File: src/rtl/sonar_frame_uc.sv
// Sonar sweep control unit: position wait, measurement, serial frame, servo step.
// Define SONAR_BOUNCE_SWEEP_EN for a back-and-forth sweep instead of wrap-around.
module sonar_frame_uc #(
   parameter int N_CAMPOS       = 8,
   parameter int SEL_W          = 3,
   parameter int N_POSICOES     = 8,
   parameter int POS_W          = 3,
   parameter int TIMEOUT_CICLOS = 1024
) (
   input  logic             clock,
   input  logic             reset,
   input  logic             ligar,
   input  logic             modo,
   input  logic             medir,
   input  logic             pronto_medida,
   input  logic             fim_timer,
   input  logic             pronto_serial,
   output logic             partida_serial,
   output logic             zera_timer,
   output logic             conta_timer,
   output logic             reset_servo,
   output logic [SEL_W-1:0] sel_letra,
   output logic [POS_W-1:0] posicao,
   output logic             sentido,
   output logic             fim_frame,
   output logic             erro_timeout,
   output logic [3:0]       db_estado
);

   localparam int CNT_W = $clog2(TIMEOUT_CICLOS);
   localparam logic [SEL_W-1:0] IDX_LAST = SEL_W'(N_CAMPOS - 1);
   localparam logic [POS_W-1:0] POS_LAST = POS_W'(N_POSICOES - 1);
   localparam logic [CNT_W-1:0] CNT_LAST = CNT_W'(TIMEOUT_CICLOS - 1);

   typedef enum logic [3:0] {
      INICIAL    = 4'h0,
      PREPARACAO = 4'h1,
      ESPERA     = 4'h2,
      AGUARDA    = 4'h3,
      TRANSMITE  = 4'h4,
      ESPERA_TX  = 4'h5,
      PROXIMO    = 4'h6,
      ATUALIZA   = 4'h7,
      TIMEOUT    = 4'hF
   } estado_t;

   estado_t          state_q, state_d;
   logic [POS_W-1:0] pos_q, pos_d;
   logic             sen_q, sen_d;
   logic [SEL_W-1:0] idx_q, idx_d;
   logic             erro_q, erro_d;
   logic [CNT_W-1:0] cnt_q, cnt_d;
   logic             partida_q, partida_d;
   logic             zera_q, zera_d;
   logic             conta_q, conta_d;
   logic             rservo_q, rservo_d;
   logic [SEL_W-1:0] sel_q, sel_d;
   logic             fim_q, fim_d;

   always_comb begin
      state_d = state_q;
      pos_d   = pos_q;
      sen_d   = sen_q;
      idx_d   = idx_q;
      erro_d  = erro_q;
      cnt_d   = cnt_q;
      unique case (state_q)
         INICIAL: begin
            if (ligar) state_d = PREPARACAO;
         end
         PREPARACAO: begin
            pos_d   = '0;
            sen_d   = 1'b0;
            idx_d   = '0;
            erro_d  = 1'b0;
            state_d = ESPERA;
         end
         ESPERA: begin
            cnt_d = '0;
            if (!ligar) state_d = INICIAL;
            else if (modo ? medir : fim_timer) state_d = AGUARDA;
         end
         AGUARDA: begin
            cnt_d = cnt_q + CNT_W'(1);
            if (pronto_medida) begin
               idx_d   = '0;
               state_d = TRANSMITE;
            end else if (cnt_q == CNT_LAST) begin
               state_d = TIMEOUT;
            end
         end
         TRANSMITE: state_d = ESPERA_TX;
         ESPERA_TX: begin
            if (pronto_serial)
               state_d = (idx_q == IDX_LAST) ? ATUALIZA : PROXIMO;
         end
         PROXIMO: begin
            idx_d   = idx_q + SEL_W'(1);
            state_d = TRANSMITE;
         end
         ATUALIZA: begin
            state_d = ESPERA;
`ifdef SONAR_BOUNCE_SWEEP_EN
            if (N_POSICOES == 1) begin
               pos_d = '0;
               sen_d = 1'b0;
            end else if (!sen_q) begin
               if (pos_q == POS_LAST) begin
                  sen_d = 1'b1;
                  pos_d = pos_q - POS_W'(1);
               end else begin
                  pos_d = pos_q + POS_W'(1);
               end
            end else if (pos_q == '0) begin
               sen_d = 1'b0;
               pos_d = POS_W'(1);
            end else begin
               pos_d = pos_q - POS_W'(1);
            end
`else
            pos_d = (pos_q == POS_LAST) ? '0 : pos_q + POS_W'(1);
            sen_d = 1'b0;
`endif
         end
         TIMEOUT: begin
            erro_d  = 1'b1;
            state_d = ESPERA;
         end
         default: state_d = INICIAL;
      endcase

      // Outputs decoded from the next state so the registered copy is Moore-aligned
      partida_d = (state_d == TRANSMITE);
      zera_d    = (state_d == PREPARACAO) || (state_d == ATUALIZA) ||
                  (state_d == TIMEOUT);
      conta_d   = (state_d == ESPERA) && !modo;
      rservo_d  = (state_d == PREPARACAO);
      fim_d     = (state_d == ATUALIZA);
      sel_d     = ((state_d == TRANSMITE) || (state_d == ESPERA_TX) ||
                   (state_d == PROXIMO)) ? idx_d : '0;
   end

   always_ff @(posedge clock or posedge reset) begin
      if (reset) begin
         state_q   <= INICIAL;
         pos_q     <= '0;
         sen_q     <= 1'b0;
         idx_q     <= '0;
         erro_q    <= 1'b0;
         cnt_q     <= '0;
         partida_q <= 1'b0;
         zera_q    <= 1'b0;
         conta_q   <= 1'b0;
         rservo_q  <= 1'b0;
         sel_q     <= '0;
         fim_q     <= 1'b0;
      end else begin
         state_q   <= state_d;
         pos_q     <= pos_d;
         sen_q     <= sen_d;
         idx_q     <= idx_d;
         erro_q    <= erro_d;
         cnt_q     <= cnt_d;
         partida_q <= partida_d;
         zera_q    <= zera_d;
         conta_q   <= conta_d;
         rservo_q  <= rservo_d;
         sel_q     <= sel_d;
         fim_q     <= fim_d;
      end
   end

   assign partida_serial = partida_q;
   assign zera_timer     = zera_q;
   assign conta_timer    = conta_q;
   assign reset_servo    = rservo_q;
   assign sel_letra      = sel_q;
   assign posicao        = pos_q;
   assign sentido        = sen_q;
   assign fim_frame      = fim_q;
   assign erro_timeout   = erro_q;
   assign db_estado      = state_q;

endmodule

File: config.mk
export PLATFORM = sky130hd
export DESIGN_NAME = sonar_frame_uc
export DESIGN_NICKNAME = d
export VERILOG_FILES = /design/src/rtl/sonar_frame_uc.sv
export SDC_FILE = /design/constraint.sdc
export NUM_CORES = 1
export LEC_CHECK = 0
export ABC_AREA = 1
export BUFFER_PORTS_ARGS = -buffer_cell sky130_fd_sc_hd__buf_2
export CAP_MARGIN = 0
export CORE_MARGIN = 3
export CORE_UTILIZATION = 45
export CTS_CLUSTER_DIAMETER = 150
export DETAILED_ROUTE_END_ITERATION = 6
export GPL_TIMING_DRIVEN = 0
export PLACE_DENSITY = 0.64
export SYNTH_ARGS = -nofsm -noshare
export SYNTH_HDL_FRONTEND = slang
export SYNTH_SLANG_ARGS = --single-unit
File: constraint.sdc
create_clock -name clock -period 2 [get_ports clock]
set_clock_uncertainty 0.15 [all_clocks]
set_input_delay 0.2 -clock clock [delete_from_list [all_inputs] [get_ports clock]]
set_output_delay 0.2 -clock clock [all_outputs]
set_load 0.01 [all_outputs]
# [Word-level counts from Yosys, hierarchy flattened]
# Cells that the tools add are included.
[word_totals] elab_cells=59 regBits=29 in_bits=8
[classes] addsub=3 eq_ne=18 reduce_logical=11 n_mux=16
[op_table] cell="$eq A4 B3 Y1 const B" count=8
[op_table] cell="$pmux W4 S7" count=1
[op_table] cell="$mux W4" count=6
[op_table] cell="$pmux W10 S2" count=1
[op_table] cell="$eq A4 B2 Y1 const B" count=3
[op_table] cell="$add A10 B1 Y10 const B" count=1
[op_table] cell="$eq A10 B10 Y1 const B" count=1
[op_table] cell="$mux W3" count=3
[op_table] cell="$pmux W3 S3" count=1
[op_table] cell="$eq A4 B1 Y1 const B" count=2
[op_table] cell="$eq A4 B4 Y1 const B" count=2
[op_table] cell="$add A3 B1 Y3 const B" count=2
[op_table] cell="$eq A3 B3 Y1 const B" count=2
[op_table] cell="$pmux W3 S2" count=1
[op_table] cell="$reduce_bool A2 Y1" count=3
[op_table] cell="$logic_not A4 Y1" count=1
[op_table] cell="$logic_or A1 B1 Y1" count=4
[op_table] cell="$reduce_or A3 Y1" count=1
[op_table] cell="$mux W1" count=2
[op_table] cell="$pmux W1 S2" count=1
[op_table] cell="$logic_and A1 B1 Y1" count=1
[op_table] cell="$logic_not A1 Y1" count=1

# [Logic depth before layout (Yosys ltp)]
# Gate-level depths: netlist of run 1.
[depth] depth_word=8 depth_mapped=10 depth_no_buf=9

# [Least setup slack after synthesis of run 1]
# No wires, ideal clock.
[synth_timing] kind="flip-flop to flip-flop" start="reg cnt_q[0]" end="reg partida_q, in the netlist partida_serial" synth_period_minus_slack_ns=1.526 t_arrival_ns=1.304 setup_time_ns=0.072 path_buffers=0 path_stages_with_launch=10 required_ns=1.778 path_slack_ns=0.474 path_cell_list="dfrtp_1 ha_1 nand2_2 nor2_4 nand3_1 nand2_1 nand3_2 nor2_4 inv_1 nor2_1"
[synth_between] elab_chain_len=5
[synth_lines] item="start, declared" line="52" rtl="logic [CNT_W-1:0] cnt_q, cnt_d;"
[synth_lines] item="start signal, assigned" line="163" rtl="cnt_q <= cnt_d;"
[synth_lines] item="$eq A10 B10 Y1" line="88" rtl="end else if (cnt_q == CNT_LAST) begin"
[synth_lines] item="$mux W4" line="88"
[synth_lines] item="$mux W4" line="85" rtl="if (pronto_medida) begin"
[synth_lines] item="$pmux W4 S7" line="67" rtl="unique case (state_q)"
[synth_lines] item="$eq A4 B3 Y1" line="133" rtl="partida_d = (state_d == TRANSMITE);"
[synth_lines] item="named net partida_d" line="53" rtl="logic partida_q, partida_d;"
[synth_lines] item="end signal, assigned" line="164" rtl="partida_q <= partida_d;"
[synth_lines] item="end, declared" line="53"
# The timed path passes the listed nets, and every way through them passes these cells.
# A chain may end at the register's enable or synchronous reset.

# [Worst setup path after layout of run 1]
[layout_timing] start="reg cnt_q[0]" end="reg sel_q[2], in the netlist sel_letra[2]"
[layout_between] elab_chain_len=8 elab_cells_between_ends=10 cone_classes="eq/ne: 4; mux: 4; reduce/logical: 2"
[layout_lines] item="$eq A10 B10 Y1 (*)" line="88"
[layout_lines] item="$mux W4 (*)" line="88"
[layout_lines] item="$mux W4 (*)" line="85"
[layout_lines] item="$pmux W4 S7 (*)" line="67"
[layout_lines] item="$eq A4 B3 Y1" line="139" rtl="sel_d = ((state_d == TRANSMITE) || (state_d == ESPERA_TX) ||"
[layout_lines] item="$logic_or A1 B1 Y1" line="139"
[layout_lines] item="$logic_or A1 B1 Y1 (*)" line="139"
[layout_lines] item="$mux W3 (*)" line="140" rtl="(state_d == PROXIMO)) ? idx_d : '0;"
[layout_lines] item="named net sel_d[2]" line="57" rtl="logic [SEL_W-1:0] sel_q, sel_d;"
[layout_lines] item="end signal, assigned" line="168" rtl="sel_q <= sel_d;"
[layout_lines] item="end, declared" line="57"
# The timed path passes the listed nets; every way through them passes the cells marked *.

==> results of run 1 <==
==> stage by stage <==
step | hold WS [ps] | util [%] | setup slack (ps) | power, mW
after CTS | 4.07 | 57.0 | 249 | 1.95
final | -26.5 | 57.0 | 262 | 1.93
after detailed placement | 333 | 54.1 | 264 | 1.54
after floorplan | 128 | - | 474 | 1.34
after global routing | 42.0 | 57.0 | 79.7 | 2.09
after global placement | 337 | 54.1 | 292 | 1.53
==> layer usage <==
layer  vias up  wire (um)
li1        628          -
met1       572       1290
met2        19       1430
met3         6        118
met4         0         57
met5         -          0
==> synthesized netlist by cell type, drive strengths merged <==
cell type / instances / area (um^2)
a22o: 2 / 17.5
a31oi: 2 / 27.5
nand2: 36 / 170
inv: 25 / 96.3
ha: 5 / 62.6
o21bai: 1 / 7.51
conb: 1 / 3.75
buf: 2 / 18.8
dfrtp: 29 / 726
nand4: 2 / 12.5
o41ai: 1 / 8.76
nand3b: 2 / 27.5
o31ai: 2 / 15.0
nor2: 24 / 123
o22ai: 2 / 12.5
nand3: 15 / 80.1
nor4: 1 / 6.26
o21ai: 15 / 78.8
a21oi: 4 / 23.8
nor3: 1 / 5.00
==> worst paths after layout <==
check                               from            to
min reg2reg                 erro_timeout  erro_timeout
max                             cnt_q[0]  sel_letra[2]
min                                reset      cnt_q[5]
min in group clock         pronto_medida  db_estado[3]
max in group asynchronous          reset      cnt_q[1]
max reg2reg                     cnt_q[0]  sel_letra[2]
==> power by group <==
group	leakage, nW	switching [mW]	internal, mW
logic	0.492	0.478	0.263
clock network	0.0413	0.198	0.203
registers	0.397	0.0998	0.684
==> worst max-delay path: stages, from the launching register on <==
cell	delay [ps]
sky130_fd_sc_hd__dfrtp_1	460
sky130_fd_sc_hd__ha_1	220
sky130_fd_sc_hd__nand2_2	90
sky130_fd_sc_hd__nor2_4	120
sky130_fd_sc_hd__nand3_1	140
sky130_fd_sc_hd__nand2_1	110
sky130_fd_sc_hd__nand3_2	100
sky130_fd_sc_hd__nor2_4	120
sky130_fd_sc_hd__nand2_2	80
sky130_fd_sc_hd__nor2_1	90
==> state kept, by name (all words and copies together) (netlist names) <==
signal          cells
erro_timeout        1
db_estado           4
idx_q               3
zera_timer          1
reset_servo         1
conta_timer         1
posicao             3
cnt_q              10
fim_frame           1
partida_serial      1
sel_letra           3
==> area by class of cell <==
class	instances	area, um^2
clock buffers	7	65.1
repair buffers	25	135
multi-input cells	116	682
flip-flops and latches	29	726
well taps	44	55.1
clock inverters	1	5.00
fillers	288	1350
inverters	25	96.3
plain buffers	2	18.8
==> kinds of logic after synthesis <==
| group | Yosys count | synth area share, % |
|---|---|---|
| other | 1 | 0.246 |
| buffers and inverters | 27 | 7.56 |
| and+or+nand+nor | 81 | 27.9 |
| DFF | 29 | 47.7 |
| adders and majority gates | 5 | 4.11 |
| AOI/OAI and AO/OA | 29 | 12.6 |
==> flow_results.xml, run 1 <==
<?xml version="1.0" encoding="UTF-8"?>
<metrics>
  <group name="global_route">
    <metric name="wire_length_of_the_first_global_routing_pass" unit="mm">5.18</metric>
    <metric name="groute.usage.overall" unit="%">16.5</metric>
    <metric name="gr-usage-met2" unit="%">27.5</metric>
    <metric name="top_usage_layer" unit="">met2</metric>
    <metric name="first_global_vias" unit="">1187</metric>
    <metric name="grt.overflow.total" unit="">0</metric>
    <metric name="global_route.usage.met1" unit="%">18.8</metric>
    <metric name="globalRouteMet3Util" unit="%">6.33</metric>
    <metric name="maximum_number_of_pins_on_one_net_before_global_route_repair" unit="">30</metric>
    <metric name="grt_antenna_before_repair" unit="">0</metric>
  </group>
  <group name="sta">
    <metric name="timing.setup.tns" unit="ps">0</metric>
    <metric name="rsz0062_at_grt" unit="">false</metric>
    <metric name="fmax" unit="MHz">575</metric>
    <metric name="setup_viol" unit="">0</metric>
    <metric name="timing.final.hold_violations" unit="">29</metric>
    <metric name="fin_hold_ws" unit="ps">-26.5</metric>
    <metric name="relSlewSlack" unit="%">28.2</metric>
    <metric name="timing.final.crit_share" unit="%">86.9</metric>
    <metric name="tightestPinTransition" unit="ps">1080</metric>
    <metric name="period_needed" unit="ps">1740</metric>
    <metric name="maxSlewViolCount" unit="">0</metric>
  </group>
  <group name="clocking">
    <metric name="clk_pin_slew" unit="ps">90</metric>
    <metric name="cts_tree" unit="">yes</metric>
    <metric name="cts.hold.buffers_added" unit="">2</metric>
    <metric name="h-tree-depth" unit="">2</metric>
    <metric name="cts-resized-gates" unit="">0</metric>
    <metric name="setup_buffers_after_cts" unit="">0</metric>
    <metric name="number_of_buffers_created_by_cts" unit="">5</metric>
    <metric name="master_cell_of_the_clock_root_buffer" unit="">sky130_fd_sc_hd__clkbuf_4</metric>
    <metric name="ctsLongestPathBuffers" unit="">2</metric>
    <metric name="latest_clock_arrival_within_the_worst_skew_pair" unit="ps">330</metric>
    <metric name="clock-sinks" unit="">29</metric>
  </group>
  <group name="finish">
    <metric name="area_growth" unit="%">17.1</metric>
    <metric name="fin_area" unit="mm^2">0.00178</metric>
    <metric name="final_layout_size_suffix_gt1_share" unit="%">28.3</metric>
    <metric name="post_layout_nonfiller_instances" unit="">249</metric>
    <metric name="mostFrequentLayoutCell" unit="">sky130_fd_sc_hd__dfrtp_1</metric>
    <metric name="finish.net_count" unit="">217</metric>
    <metric name="antenna_cells" unit="">0</metric>
    <metric name="most-common-layout-cells" unit="">sky130_fd_sc_hd__dfrtp_1 (29), sky130_fd_sc_hd__nand2_1 (28), sky130_fd_sc_hd__buf_2 (23)</metric>
  </group>
  <group name="floorplan">
    <metric name="core" unit="mm^2">0.00313</metric>
    <metric name="io_pins" unit="">25</metric>
    <metric name="placement_rows" unit="">20</metric>
    <metric name="floorplan.initialDensity" unit="%">48.7</metric>
    <metric name="floorplan.die_area" unit="mm^2">0.00412</metric>
    <metric name="die_h" unit="um">64.2</metric>
    <metric name="floorplan.die.width" unit="um">64.2</metric>
  </group>
  <group name="run">
    <metric name="max-cap-violations" unit="">0</metric>
  </group>
  <group name="detailed_routing">
    <metric name="route.detailed.drc" unit="">0</metric>
    <metric name="firstDrtPassIters" unit="">4</metric>
    <metric name="routed_wl" unit="mm">2.90</metric>
    <metric name="detail_route.wl_per_cell" unit="um">11.7</metric>
    <metric name="initialDrtViolationCount" unit="">50</metric>
    <metric name="via_per_inst" unit="">4.92</metric>
    <metric name="detail_route_antenna_nets" unit="">0</metric>
    <metric name="num_vias" unit="">1225</metric>
  </group>
  <group name="logic_synthesis">
    <metric name="mappedNetlistNets" unit="">185</metric>
    <metric name="netlist_area" unit="mm^2">0.00152</metric>
    <metric name="syn_inst" unit="">172</metric>
    <metric name="ys_seq_elements" unit="">29</metric>
    <metric name="netlist-cell-type-count" unit="">33</metric>
    <metric name="synth-warning-count" unit="">0</metric>
    <metric name="synth-seq-area-share" unit="%">47.7</metric>
    <metric name="syn_avg_cell_area" unit="um^2">8.85</metric>
  </group>
  <group name="placement">
    <metric name="gp_congestion" unit="">0.820</metric>
    <metric name="dpl.cell_count" unit="">239</metric>
    <metric name="dpl_hpwl" unit="mm">2.26</metric>
    <metric name="placement.cell_area" unit="mm^2">0.00169</metric>
    <metric name="number_of_buffer_cells_added_on_primary_ports" unit="">23</metric>
  </group>
  <group name="critical_path">
    <metric name="setup.worst_path.class" unit="">flop to flop</metric>
    <metric name="timing.critical_path.required" unit="ps">2110</metric>
    <metric name="arrival" unit="ps">1850</metric>
    <metric name="crit_path_max_fanout" unit="">7</metric>
    <metric name="critical_path.startpoint_type" unit="">flop</metric>
    <metric name="ff2ff_path_depth" unit="">9</metric>
    <metric name="ff2ff_setup_slack" unit="ps">260</metric>
    <metric name="kind_of_capture_point_of_the_worst_setup_path" unit="">flop</metric>
  </group>
  <group name="power_and_ir_drop">
    <metric name="p_leak" unit="nW">0.930</metric>
    <metric name="power_density" unit="mW/mm^2">1080</metric>
    <metric name="ir_worst_vdd" unit="uV">748</metric>
  </group>
  <group name="outcome">
    <metric name="status" unit="">finished with violations</metric>
    <metric name="violations_in_the_final_reports" unit="">hold timing</metric>
  </group>
  <group name="min_path">
    <metric name="hp-class" unit="">input pin to async pin</metric>
  </group>
</metrics>
Power figures use the tool's default switching activity.
==> run 2: changes to the inputs <==
- CORE_UTILIZATION: 45 -> 55
- PLACE_DENSITY: 0.64 -> 0.76
==> run 2 against run 1 <==
  * The run still ends with hold timing left
  * Routed wire length increased by 6.3%
  * Worst hold slack better by 4.6 ps
  * Setup slack improved by 5.2 ps
  * Highest routed layer unchanged
  * Core utilization grew 12 points
  * Fmax up 0.30%
  * Global-route usage grew 4.1 points
  * Count of clock-buffer cells in the layout is the same
==> flow_results.xml, run 2 (synthesized netlist as in run 1, its figures left out) <==
<?xml version="1.0" encoding="UTF-8"?>
<metrics>
  <group name="clocking">
    <metric name="cts_tree" unit="">yes</metric>
    <metric name="number_of_buffers_created_by_cts" unit="">5</metric>
    <metric name="clk_pin_slew" unit="ps">90</metric>
    <metric name="cts-resized-gates" unit="">0</metric>
    <metric name="setup_buffers_after_cts" unit="">0</metric>
    <metric name="latest_clock_arrival_within_the_worst_skew_pair" unit="ps">320</metric>
    <metric name="h-tree-depth" unit="">2</metric>
    <metric name="ctsLongestPathBuffers" unit="">2</metric>
    <metric name="clock-sinks" unit="">29</metric>
    <metric name="master_cell_of_the_clock_root_buffer" unit="">sky130_fd_sc_hd__clkbuf_4</metric>
  </group>
  <group name="finish">
    <metric name="largest_register_ffs" unit="">10</metric>
    <metric name="finish.net_count" unit="">216</metric>
    <metric name="area_growth" unit="%">15.3</metric>
    <metric name="largest_register" unit="">cnt_q</metric>
    <metric name="mostFrequentLayoutCell" unit="">sky130_fd_sc_hd__dfrtp_1</metric>
    <metric name="most-common-layout-cells" unit="">sky130_fd_sc_hd__dfrtp_1 (29), sky130_fd_sc_hd__nand2_1 (28), sky130_fd_sc_hd__buf_2 (23)</metric>
    <metric name="final_layout_size_suffix_gt1_share" unit="%">28.4</metric>
    <metric name="fillerInstances" unit="">201</metric>
    <metric name="antenna_cells" unit="">0</metric>
    <metric name="postLayoutCoreUtil" unit="%">69.0</metric>
  </group>
  <group name="floorplan">
    <metric name="floorplan.die_area" unit="mm^2">0.00344</metric>
    <metric name="floorplan.initialDensity" unit="%">59.8</metric>
    <metric name="io_pins" unit="">25</metric>
    <metric name="floorplan.die.width" unit="um">58.6</metric>
    <metric name="placement_rows" unit="">18</metric>
    <metric name="die_h" unit="um">58.6</metric>
    <metric name="core" unit="mm^2">0.00254</metric>
  </group>
  <group name="sta">
    <metric name="fmax" unit="MHz">577</metric>
    <metric name="timing.setup.tns" unit="ps">0</metric>
    <metric name="relSlewSlack" unit="%">29.7</metric>
    <metric name="timing.final.hold_violations" unit="">29</metric>
    <metric name="rsz0062_at_grt" unit="">false</metric>
    <metric name="tightestPinTransition" unit="ps">1050</metric>
    <metric name="setup_viol" unit="">0</metric>
    <metric name="fin_hold_ws" unit="ps">-21.9</metric>
    <metric name="maxSlewViolCount" unit="">0</metric>
    <metric name="period_needed" unit="ps">1730</metric>
    <metric name="timing.final.crit_share" unit="%">86.6</metric>
  </group>
  <group name="critical_path">
    <metric name="critical_path.startpoint_type" unit="">flop</metric>
    <metric name="critical-path-slowest-cell" unit="">sky130_fd_sc_hd__dfrtp_1</metric>
    <metric name="kind_of_capture_point_of_the_worst_setup_path" unit="">flop</metric>
    <metric name="crit_path_max_fanout" unit="">7</metric>
    <metric name="max_stage_delay" unit="ps">450</metric>
    <metric name="timing.critical_path.required" unit="ps">2100</metric>
    <metric name="worstPathCellList" unit="">ha_1, nand2_2, nor2_4, nand3_1, nand2_1, nand3_2, nor2_4, nand2_2, nor2_1</metric>
    <metric name="ff2ff_setup_slack" unit="ps">270</metric>
    <metric name="arrival" unit="ps">1830</metric>
    <metric name="setup.worst_path.class" unit="">flop to flop</metric>
  </group>
  <group name="detailed_routing">
    <metric name="detail_route_antenna_nets" unit="">0</metric>
    <metric name="detail_route.wl_per_cell" unit="um">13.2</metric>
    <metric name="via_per_inst" unit="">5.35</metric>
    <metric name="num_vias" unit="">1253</metric>
    <metric name="firstDrtPassIters" unit="">4</metric>
    <metric name="route.detailed.drc" unit="">0</metric>
    <metric name="routed_wl" unit="mm">3.09</metric>
    <metric name="initialDrtViolationCount" unit="">46</metric>
  </group>
  <group name="run">
    <metric name="max-cap-violations" unit="">0</metric>
  </group>
  <group name="global_route">
    <metric name="wire_length_of_the_first_global_routing_pass" unit="mm">5.27</metric>
    <metric name="top_usage_layer" unit="">met2</metric>
    <metric name="gr-usage-met2" unit="%">33.8</metric>
    <metric name="first_global_vias" unit="">1196</metric>
    <metric name="globalRouteMet3Util" unit="%">3.95</metric>
    <metric name="maximum_number_of_pins_on_one_net_before_global_route_repair" unit="">30</metric>
    <metric name="grt.overflow.total" unit="">0</metric>
    <metric name="groute.usage.overall" unit="%">20.6</metric>
    <metric name="global_route.usage.met1" unit="%">25.9</metric>
    <metric name="grt_antenna_before_repair" unit="">0</metric>
  </group>
  <group name="outcome">
    <metric name="violations_in_the_final_reports" unit="">hold timing</metric>
    <metric name="status" unit="">finished with violations</metric>
  </group>
  <group name="power_and_ir_drop">
    <metric name="p_leak" unit="nW">0.926</metric>
    <metric name="ir_worst_vdd" unit="uV">983</metric>
    <metric name="power_density" unit="mW/mm^2">1100</metric>
  </group>
  <group name="placement">
    <metric name="dpl_hpwl" unit="mm">2.36</metric>
    <metric name="number_of_buffer_cells_added_on_primary_ports" unit="">23</metric>
    <metric name="gp_congestion" unit="">0.822</metric>
  </group>
  <group name="min_path">
    <metric name="hp-class" unit="">input pin to async pin</metric>
  </group>
</metrics>
-- run 2: cell types whose count changed in the layout (fill, tap and decap cells not counted), sizes merged --
| cell | previous run | this run |
|---|---|---|
| dlygate4sd3 | 2 | 1 |
-- run 2: final cells by class --
| cell class | count | area [um^2] | share of cell area (%) |
|---|---|---|---|
| flip-flops and latches | 29 | 726 | 41.3 |
| multi-input cells | 116 | 682 | 38.8 |
| repair buffers | 24 | 125 | 7.13 |
| inverters | 25 | 96.3 | 5.49 |
| clock buffers | 7 | 65.1 | 3.71 |
| well taps | 30 | 37.5 | 2.14 |
| plain buffers | 2 | 18.8 | 1.07 |
| clock inverters | 1 | 5.00 | 0.285 |
-- run 2: worst paths after layout --
path                               from           end  cells past startpoint
min in group clock                 modo   conta_timer                      4
setup / recovery               cnt_q[0]  sel_letra[0]                      9
hold reg to reg            erro_timeout  erro_timeout                      2
max in group asynchronous         reset      cnt_q[0]                      2
setup reg to reg               cnt_q[0]  sel_letra[0]                      9
hold / removal                    reset   reset_servo                      2
-- run 2: stage by stage --
step                setup WS (ps)  total power [mW]  std cells  cell area, um^2
floorplan                     474              1.34        172             1520
global placement              300              1.53        225             1680
detailed placement            280              1.55        225             1680
CTS                           251              1.96        234             1760
global route                 95.4              2.07        234             1760
finish                        267              1.93        234             1760
-- run 2: power by group --
| part | total [mW] | internal, mW | switching (mW) | leakage, nW |
|---|---|---|---|---|
| clock network | 0.396 | 0.203 | 0.193 | 0.0413 |
| logic | 0.755 | 0.262 | 0.494 | 0.488 |
| registers | 0.782 | 0.684 | 0.0980 | 0.397 |
-- run 2: critical path: cells and delay by family, from the launching register on --
family	cells	cell delay, ps
fa+ha+maj	1	220
simple gates	8	860
flops	1	450
-- run 2: per-layer routing --
metal | routed length, um | up-vias
met3 | 184 | 8
li1 | - | 627
met4 | 54 | 0
met2 | 1500 | 40
met1 | 1350 | 578
met5 | 0 | -
-- run 2: timing repair --
item | in CTS | in global routing
setup endpoints to repair | 0 | 0
hold endpoints to repair | 1 | 0
hold buffers | 1 | 0
==> run 3: changes to the inputs <==
- CORE_UTILIZATION: 55 -> 59
- PLACE_DENSITY: 0.76 -> 0.81
- SLEW_MARGIN: not set -> 20
- clock period: 2 -> 2.15 ns (I/O delays scaled with it)
==> run 3 against run 2 <==
  * The run now ends clean
  * Register-to-register slack lost 30 ps
  * Global-route usage grew 3.1 points
  * Routed wire length grew 8.3%
  * Highest routed layer unchanged
==> flow_results.xml, run 3 (synthesized netlist as in run 1, its figures left out) <==
<?xml version="1.0" encoding="UTF-8"?>
<metrics>
  <group name="outcome">
    <metric name="status" unit="">complete, no violations</metric>
  </group>
  <group name="global_route">
    <metric name="maximum_number_of_pins_on_one_net_before_global_route_repair" unit="">30</metric>
    <metric name="groute.usage.overall" unit="%">23.7</metric>
    <metric name="first_global_vias" unit="">1301</metric>
    <metric name="grt_antenna_before_repair" unit="">0</metric>
    <metric name="wire_length_of_the_first_global_routing_pass" unit="mm">5.88</metric>
    <metric name="grt.overflow.total" unit="">0</metric>
  </group>
  <group name="finish">
    <metric name="mostFrequentLayoutCell" unit="">sky130_fd_sc_hd__dfrtp_1</metric>
    <metric name="largest_register_ffs" unit="">10</metric>
    <metric name="most-common-layout-cells" unit="">sky130_fd_sc_hd__dfrtp_1 (29), sky130_fd_sc_hd__nand2_1 (28), sky130_fd_sc_hd__buf_2 (23)</metric>
    <metric name="largest_register" unit="">cnt_q</metric>
    <metric name="area_growth" unit="%">17.0</metric>
    <metric name="final_layout_size_suffix_gt1_share" unit="%">28.8</metric>
    <metric name="antenna_cells" unit="">0</metric>
    <metric name="post_layout_nonfiller_instances" unit="">233</metric>
    <metric name="finish.net_count" unit="">217</metric>
    <metric name="postLayoutCoreUtil" unit="%">76.8</metric>
  </group>
  <group name="floorplan">
    <metric name="floorplan.die_area" unit="mm^2">0.00323</metric>
    <metric name="placement_rows" unit="">17</metric>
    <metric name="die_h" unit="um">56.8</metric>
    <metric name="floorplan.initialDensity" unit="%">65.7</metric>
    <metric name="core" unit="mm^2">0.00232</metric>
    <metric name="io_pins" unit="">25</metric>
    <metric name="floorplan.die.width" unit="um">56.8</metric>
  </group>
  <group name="min_path">
    <metric name="hold-path-cell-count" unit="">4</metric>
    <metric name="timing.hold.worst.start" unit="">modo</metric>
    <metric name="hold_end" unit="">conta_timer</metric>
    <metric name="hp-class" unit="">input pin to flop</metric>
  </group>
  <group name="sta">
    <metric name="rsz0062_at_grt" unit="">false</metric>
    <metric name="final_critical_path_setup_slack" unit="ps">242</metric>
    <metric name="maxSlewViolCount" unit="">0</metric>
    <metric name="fmax" unit="MHz">524</metric>
    <metric name="timing.final.crit_share" unit="%">88.7</metric>
    <metric name="tightestPinTransition" unit="ps">594</metric>
    <metric name="relSlewSlack" unit="%">60.3</metric>
    <metric name="setup_viol" unit="">0</metric>
    <metric name="timing.setup.tns" unit="ps">0</metric>
    <metric name="timing.final.hold_violations" unit="">0</metric>
    <metric name="period_needed" unit="ps">1910</metric>
  </group>
  <group name="clocking">
    <metric name="cts-resized-gates" unit="">0</metric>
    <metric name="ctsLongestPathBuffers" unit="">2</metric>
    <metric name="h-tree-depth" unit="">2</metric>
    <metric name="clock-sinks" unit="">29</metric>
    <metric name="latest_clock_arrival_within_the_worst_skew_pair" unit="ps">340</metric>
    <metric name="master_cell_of_the_clock_root_buffer" unit="">sky130_fd_sc_hd__clkbuf_4</metric>
    <metric name="cts_tree" unit="">yes</metric>
    <metric name="number_of_buffers_created_by_cts" unit="">5</metric>
    <metric name="clk_pin_slew" unit="ps">100</metric>
  </group>
  <group name="detailed_routing">
    <metric name="routed_wl" unit="mm">3.34</metric>
    <metric name="detail_route_antenna_nets" unit="">0</metric>
    <metric name="via_per_inst" unit="">5.54</metric>
    <metric name="detail_route.wl_per_cell" unit="um">14.3</metric>
    <metric name="route.detailed.drc" unit="">0</metric>
    <metric name="num_vias" unit="">1291</metric>
    <metric name="initialDrtViolationCount" unit="">29</metric>
    <metric name="firstDrtPassIters" unit="">4</metric>
  </group>
  <group name="critical_path">
    <metric name="setup.worst_path.class" unit="">flop to flop</metric>
    <metric name="crit_path_max_fanout" unit="">7</metric>
    <metric name="crit-reg2reg-capture" unit="">sel_letra[2]</metric>
    <metric name="timing.critical_path.required" unit="ps">2250</metric>
    <metric name="regToRegStartpoint" unit="">cnt_q[0]</metric>
    <metric name="critical_path.startpoint_type" unit="">flop</metric>
    <metric name="kind_of_capture_point_of_the_worst_setup_path" unit="">flop</metric>
    <metric name="ff2ff_setup_slack" unit="ps">240</metric>
    <metric name="ff2ff_path_depth" unit="">9</metric>
    <metric name="arrival" unit="ps">2010</metric>
    <metric name="setup.worst_path.start" unit="">cnt_q[0]</metric>
  </group>
  <group name="placement">
    <metric name="gp_congestion" unit="">0.830</metric>
    <metric name="dpl_hpwl" unit="mm">2.53</metric>
    <metric name="post-place-ws" unit="ps">317</metric>
    <metric name="number_of_buffer_cells_added_on_primary_ports" unit="">23</metric>
    <metric name="dpl.cell_count" unit="">223</metric>
  </group>
  <group name="power_and_ir_drop">
    <metric name="ir_worst_vdd" unit="uV">828</metric>
    <metric name="power_density" unit="mW/mm^2">1080</metric>
    <metric name="p_leak" unit="nW">0.932</metric>
  </group>
  <group name="run">
    <metric name="max-cap-violations" unit="">0</metric>
  </group>
</metrics>
run 3: area by class of cell:
type	instances	area [um^2]
Sequential cell	29	726
Clock buffer	6	51.3
Timing Repair Buffer	25	135
Buffer	2	18.8
Inverter	25	96.3
Multi-Input combinational cell	116	682
Fill cell	163	537
Tap cell	28	35.0
Clock inverter	2	37.5
run 3: worst max-delay path by stage:
stage | end | slack [ps] | cells after the start
after global routing | sel_letra[2] | 160 | 9
after CTS | sel_letra[2] | 270 | 9
after global placement | sel_letra[0] | 450 | 9
after floorplan | partida_serial | 620 | 9
after detailed placement | sel_letra[2] | 320 | 9
final | sel_letra[2] | 240 | 9
run 3: through the flow:
| step | hold slack (ps) | power [mW] | area [um^2] |
|---|---|---|---|
| final | 19.3 | 1.93 | 1780 |
| after global routing | 49.8 | 2.05 | 1780 |
| after CTS | 31.7 | 1.92 | 1770 |
| after detailed placement | 325 | 1.45 | 1670 |
| after global placement | 333 | 1.41 | 1670 |
| after floorplan | 143 | 1.25 | 1520 |
run 3: worst max-delay path, stage by stage, from the launching register on:
cell	delay, ps
sky130_fd_sc_hd__dfrtp_1	460
sky130_fd_sc_hd__ha_1	210
sky130_fd_sc_hd__nand2_2	90
sky130_fd_sc_hd__nor2_4	130
sky130_fd_sc_hd__nand3_1	160
sky130_fd_sc_hd__nand2_1	130
sky130_fd_sc_hd__nand3_2	130
sky130_fd_sc_hd__nor2_4	130
sky130_fd_sc_hd__nand2_2	80
sky130_fd_sc_hd__nor2_1	140
run 3: repair_timing:
item | CTS | global route
setup buffers | 0 | 0
hold buffers | 1 | 1
hold endpoints to repair | 1 | 29
run 3: per-layer routing:
layer / GRT usage, % / wire (um)
met1: 25.5 / 1370
met2: 42.4 / 1720
met5: 0 / 0
met4: 8.28 / 70
met3: 8.74 / 187
run 3: power by group:
| part | internal [mW] | leakage [nW] | switching [mW] |
|---|---|---|---|
| registers | 0.636 | 0.397 | 0.0987 |
| logic | 0.245 | 0.491 | 0.466 |
| clock network | 0.276 | 0.0445 | 0.203 |
